## config.mk

```make
export PLATFORM = sky130hd
export DESIGN_NAME = uart_rx_gen2
export DESIGN_NICKNAME = d
export VERILOG_FILES = /design/src/rtl/uart_rx_gen2_pkg.sv /design/src/rtl/uart_rx_sampler.sv /design/src/rtl/uart_rx_gen2.sv
export SDC_FILE = /design/constraint.sdc
export NUM_CORES = 1
export LEC_CHECK = 0
export CAP_MARGIN = 20
export CELL_PAD_IN_SITES_DETAIL_PLACEMENT = 0
export CELL_PAD_IN_SITES_GLOBAL_PLACEMENT = 1
export CORE_MARGIN = 4
export CORE_UTILIZATION = 42
export CTS_BUF_LIST = sky130_fd_sc_hd__clkbuf_16
export DETAILED_ROUTE_END_ITERATION = 10
export HOLD_SLACK_MARGIN = 0.02
export PLACE_DENSITY_LB_ADDON = 0.25
export SLEW_MARGIN = 30
export SYNTH_ARGS = -nofsm -noshare
export SYNTH_HDL_FRONTEND = slang
export SYNTH_HIERARCHICAL = 1
export SYNTH_SLANG_ARGS = --single-unit
```

## constraint.sdc

```tcl
create_clock -name CLK -period 2.7 [get_ports CLK]
set_clock_uncertainty 0.05 [all_clocks]
set_input_delay 0.54 -clock CLK [delete_from_list [all_inputs] [get_ports CLK]]
set_output_delay 0.54 -clock CLK [all_outputs]
set_load 0.005 [all_outputs]
```

## src/rtl/uart_rx_gen2_pkg.sv

```systemverilog
// uart_rx_gen2_pkg: receiver state encoding, parity constants and the majority-vote helper
package uart_rx_gen2_pkg;
   typedef enum logic [2:0] {IDLE, START, DATA, PARITY, STOP, DONE} state_t;
   localparam logic PAR_EVEN = 1'b0;
   localparam logic PAR_ODD  = 1'b1;
   function automatic logic maj3(input logic [2:0] s);
      return (s[0] & s[1]) | (s[0] & s[2]) | (s[1] & s[2]);
   endfunction
endpackage

```

## src/rtl/uart_rx_sampler.sv

```systemverilog
// uart_rx_sampler: 2-FF synchroniser, per-bit edge counter and 3-sample majority bit decision
module uart_rx_sampler
   import uart_rx_gen2_pkg::*;
#(
   parameter int PRESC_W = 6
) (
   input  logic               clk,
   input  logic               rst_n,
   input  logic               rx_in,
   input  logic               clr,
   input  logic [PRESC_W-1:0] presc,
   output logic               rx_s,
   output logic               bit_val,
   output logic               dec_stb,
   output logic               end_stb
);
   logic rx_m;
   logic [PRESC_W-1:0] cnt, half;
   logic [2:0] smp;
   logic smp_en;
   assign half    = presc >> 1;
   assign smp_en  = cnt == half - PRESC_W'(1) || cnt == half || cnt == half + PRESC_W'(1);
   // the last sample lands at half+1, so the vote is only trustworthy one edge later
   assign dec_stb = !clr && cnt == half + PRESC_W'(2);
   assign end_stb = !clr && cnt == presc - PRESC_W'(1);
   assign bit_val = maj3(smp);
   always_ff @(posedge clk or negedge rst_n)
      if (!rst_n) begin
         rx_m <= 1'b1;
         rx_s <= 1'b1;
         cnt  <= '0;
         smp  <= '1;
      end else begin
         rx_m <= rx_in;
         rx_s <= rx_m;
         cnt  <= (clr || end_stb) ? '0 : cnt + PRESC_W'(1);
         if (smp_en) smp <= {rx_s, smp[2:1]};
      end
endmodule

```

## src/rtl/uart_rx_gen2.sv

```systemverilog
// uart_rx_gen2: parametrised UART receiver; frame FSM, parity/stop checks and a one-entry
// valid/ready output buffer with overrun detection
module uart_rx_gen2
   import uart_rx_gen2_pkg::*;
#(
   parameter int DATA_W  = 8,
   parameter int PRESC_W = 6
) (
   input  logic               CLK,
   input  logic               RST,
   input  logic               RX_IN,
   input  logic               PAR_EN,
   input  logic               PAR_TYP,
   input  logic               STOP2,
   input  logic [PRESC_W-1:0] Prescale,
   input  logic               out_ready,
   output logic [DATA_W-1:0]  P_DATA,
   output logic               data_valid,
   output logic               Parity_error,
   output logic               Framing_error,
   output logic               Overrun_error
);
   state_t state, state_nx;
   logic [3:0] bit_cnt;
   logic [DATA_W-1:0] shreg;
   logic [PRESC_W-1:0] presc_l;
   logic par_en_l, par_typ_l, stop2_l, armed, par_err, frm_err;
   logic rx_s, bit_val, dec_stb, end_stb, start_go, last_data, last_stop, wr;

   uart_rx_sampler #(.PRESC_W(PRESC_W)) u_smp (
      .clk     (CLK),
      .rst_n   (RST),
      .rx_in   (RX_IN),
      .clr     (state == IDLE),
      .presc   (presc_l),
      .rx_s    (rx_s),
      .bit_val (bit_val),
      .dec_stb (dec_stb),
      .end_stb (end_stb)
   );

   // armed drops when a frame ends on a low line, so a held break is reported only once
   assign start_go  = state == IDLE && !rx_s && armed;
   assign last_data = bit_cnt == 4'(DATA_W - 1);
   assign last_stop = bit_cnt == {3'b000, stop2_l};
   assign wr        = state == DONE && (!data_valid || out_ready);

   always_comb begin
      state_nx = state;
      unique case (state)
         IDLE:    if (start_go) state_nx = START;
         START:   if (dec_stb && bit_val) state_nx = IDLE;
                  else if (end_stb) state_nx = DATA;
         DATA:    if (end_stb && last_data) state_nx = par_en_l ? PARITY : STOP;
         PARITY:  if (end_stb) state_nx = STOP;
         STOP:    if (dec_stb && last_stop) state_nx = DONE;
         DONE:    state_nx = IDLE;
         default: state_nx = IDLE;
      endcase
   end

   always_ff @(posedge CLK or negedge RST)
      if (!RST) state <= IDLE;
      else state <= state_nx;

   always_ff @(posedge CLK or negedge RST)
      if (!RST) begin
         armed     <= 1'b1;
         bit_cnt   <= '0;
         shreg     <= '0;
         presc_l   <= '0;
         par_en_l  <= 1'b0;
         par_typ_l <= 1'b0;
         stop2_l   <= 1'b0;
         par_err   <= 1'b0;
         frm_err   <= 1'b0;
      end else begin
         armed   <= rx_s | (armed & state != DONE);
         bit_cnt <= (state_nx != state) ? '0 : bit_cnt + 4'(end_stb);
         if (start_go) begin
            presc_l   <= Prescale;
            par_en_l  <= PAR_EN;
            par_typ_l <= PAR_TYP;
            stop2_l   <= STOP2;
            par_err   <= 1'b0;
            frm_err   <= 1'b0;
         end
         if (state == DATA && dec_stb) shreg <= {bit_val, shreg[DATA_W-1:1]};
         if (state == PARITY && dec_stb) par_err <= bit_val ^ (^shreg) ^ (par_typ_l == PAR_ODD);
         if (state == STOP && dec_stb && !bit_val) frm_err <= 1'b1;
      end

   // a frame completing while the buffer is full is dropped unless the consumer frees it that cycle
   always_ff @(posedge CLK or negedge RST)
      if (!RST) begin
         P_DATA        <= '0;
         data_valid    <= 1'b0;
         Parity_error  <= 1'b0;
         Framing_error <= 1'b0;
         Overrun_error <= 1'b0;
      end else begin
         if (wr) begin
            P_DATA        <= shreg;
            Parity_error  <= par_err;
            Framing_error <= frm_err;
         end
         data_valid    <= wr | (data_valid & !out_ready);
         Overrun_error <= state == DONE && !wr;
      end
endmodule

```

# Word level (Yosys, flattened, before mapping)
# Index checks and enable logic that the tools add are counted.
word_totals:
  reg_bits: 50
  in_bits: 13
  out_inout_bits: 12
  wordCells: 90
op_classes:
  n_addsub: 6
  eq_ne: 14
  n_mux: 13
  bitwise: 11
  reduce_logical: 27
ops:
  columns: ["cell", "n"]
  rows:
  - ["$eq 6x6->1", 4]
  - ["$mux 3", 7]
  - ["$pmux 3 s5", 1]
  - ["$logic_and 1x1->1", 13]
  - ["$reduce_xor 8->1", 1]
  - ["$add 5x1->6 const B", 1]
  - ["$add 5x2->6 const B", 1]
  - ["$add 6x1->6 const B", 1]
  - ["$eq 3x2->1 const B", 2]
  - ["$eq 3x3->1 const B", 2]
  - ["$eq 6x5->1", 1]
  - ["$logic_not 1->1", 6]
  - ["$mux 6", 1]
  - ["$sub 5x1->6 const B", 1]
  - ["$sub 6x1->6 const B", 1]
  - ["$and 1x1->1", 5]
  - ["$add 4x1->4", 1]
  - ["$eq 4x1->1", 1]
  - ["$eq 4x3->1 const B", 1]
  - ["$logic_or 1x1->1", 4]
  - ["$mux 4", 1]
  - ["$or 1x1->1", 4]
  - ["$reduce_bool 2->1", 2]
  - ["$eq 3x1->1 const B", 1]
  - ["other kinds (5)", 8]

# Logic depth before layout (Yosys ltp)
logic_depth:
  ltp_word: 8
  depth_mapped: 12
  mapped_depth_nobuf: 11

# By module
# The synthesis kept the hierarchy.
by_module_without_submodules:
  columns: ["module", "n_inst", "cells_each", "area_per_inst_um2", "seq_area_each_um2"]
  rows:
  - ["uart_rx_gen2", 1, 133, 1732.9, 977.2]
  - ["uart_rx_sampler", 1, 105, 1033.5, 281.5]

# Least setup slack after synthesis
# Ideal clock, no wire load.
synth_path:
  path_kind: "register to register"
  from: "reg presc_l[1]"
  to: "reg bit_cnt[2]"
  setup_time_ps: 126
  arrival_time_ps: 2618
  t_required_ps: 2524
  slack_ps: -94
  stages_incl_launch_ff: 11
  path_buffers: 0
  period_less_slack_ps: 2794
  cell_sequence: "dfrtp_1 inv_1 ha_1 xnor2_1 nor4_1 nand4_1 nor2_1 nand4_1 or4_4 a41oi_2 nor2_1"
synth_via:
  elab_chain_cells: 8
  word_cells_on_any_way: 18
  cone_classes: "add/sub: 3; eq/ne: 3; mux: 7; reduce/logical: 5"
synth_rtl:
  columns: ["item", "line_no", "rtl"]
  rows:
  - ["start: declaration", "uart_rx_gen2.sv:26", "logic [PRESC_W-1:0] presc_l;"]
  - ["start signal: assignment", "uart_rx_gen2.sv:81", "presc_l <= Prescale;"]
  - ["$sub 6x1->6 *", "uart_rx_sampler.sv:25", "assign end_stb = !clr && cnt == presc - PRESC_W'(1);"]
  - ["$eq 6x6->1 *", "uart_rx_sampler.sv:25", null]
  - ["$logic_and 1x1->1 *", "uart_rx_sampler.sv:25", null]
  - ["net end_stb", "uart_rx_gen2.sv:28", "logic rx_s, bit_val, dec_stb, end_stb, start_go, last_data, last_stop, wr;"]
  - ["$mux 3 / $logic_and 1x1->1 (equally long branches)", "uart_rx_gen2.sv:53, uart_rx_gen2.sv:54", null]
  - ["$mux 3, on equally long branches", "uart_rx_gen2.sv:52, uart_rx_gen2.sv:54", null]
  - ["$pmux 3 s5", "uart_rx_gen2.sv:50", "unique case (state)"]
  - ["$ne 3x3->1", "uart_rx_gen2.sv:79", "bit_cnt <= (state_nx != state) ? '0 : bit_cnt + 4'(end_stb);"]
  - ["$mux 4 *", "uart_rx_gen2.sv:79", null]
  - ["end signal: assignment", "uart_rx_gen2.sv:79", null]
  - ["end: declaration", "uart_rx_gen2.sv:24", "logic [3:0] bit_cnt;"]
# The timed path passes the listed nets; every way through them passes the cells marked *.
# A chain may end at the register's enable or synchronous reset.

# Worst setup path after layout
layout_path:
  from: "reg presc_l[3]"
  to: "reg bit_cnt[0]"
# The elaborated chain is that of the path after synthesis.

==> reports/results.ini <==
[clock_tree]
postCtsHoldBufs = 0
clk_latency_ns = 0.29
tritoncts = yes
numCtsBuffers = 5
cts_sinks = 50
htree_levels = 2
clk_pin_slew_ns = 0.08
root_buffer = clkbuf_16
cts_buffer_depth = 2

[synthesis]
ys_seq_elements = 50
postSynthAreaPerCell_sq_um = 11.6
ys_types = 51
synthFlopType = dfrtp_1
synth-seq-area-share_pct = 45.5
synth_largest_area_cell = dfrtp_1
synth_edf_count = 0
syn_area_sq_mm = 0.00277
synth.top_cells.by_area = dfrtp_1, mux2_2, xnor2_1
synth_nets = 261
synth_top_cell_area_share_pct = 39.8
ys.warnings.count = 6
syn_inst = 238
synth-async-reset-ratio_pct = 100

[final_layout]
drive_gt1_share_pct = 31.1
area.growth.synth_to_final_pct = 26.5
antenna_cells = 0
final_cells = 360
final_area_sq_mm = 0.00350
nets = 305

[setup_path]
worstPathCellList = buf_12, xnor2_4, and3_4, nor4_4, nand4_1, nor2_2, nand4_1, buf_4, o41a_1, a41oi_4, nor2b_1
critPathKind = reg2reg
cp_max_fo = 8
path_buf_inv = 2
r2r_end = bit_cnt[0]$_DFF_PN0_
required_ns = 2.82
reg2reg_slack_ns = 0.06
max_stage_delay_ns = 0.43
crit_slowest_cell = dfrtp_1
endpoint_kind = flop
cp.arrival_ns = 2.77
rr_startpoint = presc_l[3]$_DFFE_PN0P_
rr_worst_depth = 11
crit_top_cell = nand4_1
cp_top_family = simple AND/OR/NAND/NOR gates
start_kind = flop

[timing]
fin_crit_ns = 2.64
setup_tns_ns = 0
setup_violations = 0
final_hold_viol_count = 0
finalMaxSlewViolations = 0
period_share_pct = 97.9
maxSlewHeadroom_pct = 45.4
worst_pin_slew_ns = 0.812
fin_ws_ns = 0.0554
rsz0062_at_grt = yes
fmax_mhz = 378

[global_route]
antenna_found_initial = 0
grt_use_met1_pct = 22.2
grt_max_degree = 21
grt_overflow = 0
gr-usage-met2_pct = 23.2
track_usage_pct = 15.4
grt_pass1_vias = 1904
top_usage_layer = met2
grt_pass1_wl_mm = 9.42
grtUsageMet3_pct = 3.69

[floorplanning]
num_rows = 29
die_area_sq_mm = 0.00795
ioPinCount = 25
start_util_pct = 43.3
dieHeight_um = 89.2
core_sq_mm = 0.00639
dieWidth_um = 89.2

[drt]
drtPass1Iterations = 4
wl_per_cell_um = 15.5
drc = 0
viasPerCell = 5.19
wirelength_mm = 5.58
drtIter0Drc = 93
vias = 1870
postRouteAntennaNets = 0

[power_and_ir_drop]
powerDensity_mw_per_mm2 = 1050
ir_drop_uv = 513
p_leak_uw = 0.00154

[placement]
placed_area_sq_mm = 0.00321
pre_cts_ws_ns = -0.0545
portBuffers = 24
dp_hpwl_mm = 4.11
routabilityCongestion = 0.798
post-place-cells = 348

[hold_path]
hp-class = in2async

[run]
cap_violations = 0

[outcome]
status = finished clean

-- kinds of logic (layout without fill, tap and decap cells) --
family	Yosys count	count (layout)	share of synthesized area, %
adder cells (fa/ha/maj)	11	11	4.88
AO/OA/AOI/OAI	20	20	6.60
AND/OR/NAND/NOR	71	71	13.7
buffers and inverters	17	62	2.94
multiplexers	30	30	12.2
flip-flops	50	50	45.5
XOR/XNOR	39	39	14.2
-- layout make-up --
cell class                      count  area (sq um)
Clock buffer                        5           125
Clock inverter                      3          28.8
Fill cell                         558          2890
Inverter                            7          26.3
Multi-Input combinational cell    171          1530
Sequential cell                    50          1260
Tap cell                           77          96.3
Timing Repair Buffer               47           433
-- metal layers --
layer / part of all wire [%] / wire [um] / vias to the layer above
met1: 48 / 2660 / 926
met4: 0.91 / 51 / 0
met5: 0 / 0 / -
li1: - / - / 913
met2: 47 / 2620 / 26
met3: 4.3 / 237 / 5
-- worst max path at each step --
stage	from	to	slack (ns)	cells past startpoint
2_1_floorplan	presc_l[1]$_DFFE_PN0P_	bit_cnt[2]$_DFF_PN0_	0.04	10
3_3_place_gp	presc_l[1]$_DFFE_PN0P_	bit_cnt[3]$_DFF_PN0_	0.03	10
3_5_place_dp	presc_l[2]$_DFFE_PN0P_	bit_cnt[2]$_DFF_PN0_	-0.05	11
4_1_cts	presc_l[1]$_DFFE_PN0P_	bit_cnt[2]$_DFF_PN0_	0.0003	10
5_1_grt	presc_l[2]$_DFFE_PN0P_	bit_cnt[0]$_DFF_PN0_	-0.05	12
6_report	presc_l[3]$_DFFE_PN0P_	bit_cnt[0]$_DFF_PN0_	0.06	11
-- layout by cell type (no fill, tap or decap), drive strengths merged, types with 3 or more instances in the layout --
cell type and count:
dfrtp 44, xor2 13, ha 10, clkdlybuf4s50 23
nand2 17, buf 24, xnor2 23, o21ai 4
nand4 3, nor2b 4, nand3 8, nor2 15
mux2 30, nor3 7, inv 9, clkbuf 5
dfstp 6
-- report_power, final --
part | switching (uW) | internal (uW)
Combinational | 940 | 973
Clock | 296 | 355
Sequential | 180 | 932
-- flip-flops by register name (all words and copies together), names as in the netlist --
| signal | flops |
|---|---|
| shreg | 8 |
| Framing_error | 1 |
| u_smp/cnt | 6 |
| armed | 1 |
| par_err | 1 |
| par_typ_l | 1 |
| P_DATA | 8 |
| Parity_error | 1 |
| u_smp/smp | 3 |
| state | 3 |
| data_valid | 1 |
| presc_l | 6 |
| par_en_l | 1 |
| u_smp/rx_s | 1 |
| stop2_l | 1 |
| Overrun_error | 1 |
| frm_err | 1 |
| bit_cnt | 4 |
| u_smp/rx_m | 1 |
-- what timing repair did --
| item | in CTS | in global routing |
|---|---|---|
| setup buffers | 0 | 4 |
| gates resized for setup | 2 | 16 |
| endpoints found under the setup margin | 4 | 6 |
| pin swaps | 0 | 9 |
-- cells in the mapped netlist (3+ instances only) --
library cell / number
dfstp_2: 6
xnor2_1: 23
buf_2: 8
inv_1: 7
xor2_1: 12
nor3_1: 6
nand2_1: 17
mux2_2: 27
ha_1: 10
nand4_1: 3
nand3_1: 8
o21ai_0: 4
nor2_1: 14
dfrtp_1: 44
mux2_1: 3
nor2b_1: 4
-- per-stage QoR --
stage	util (%)	total power (uW)	hold WS [ns]
detailed placement	50.3	2800	0.298
finish	54.8	3680	0.107
global route	54.8	3960	0.122
global placement	50.3	2800	0.296
floorplan	-	2360	0.194
CTS	52.9	3490	0.112
(Power assumes the default switching activity.)
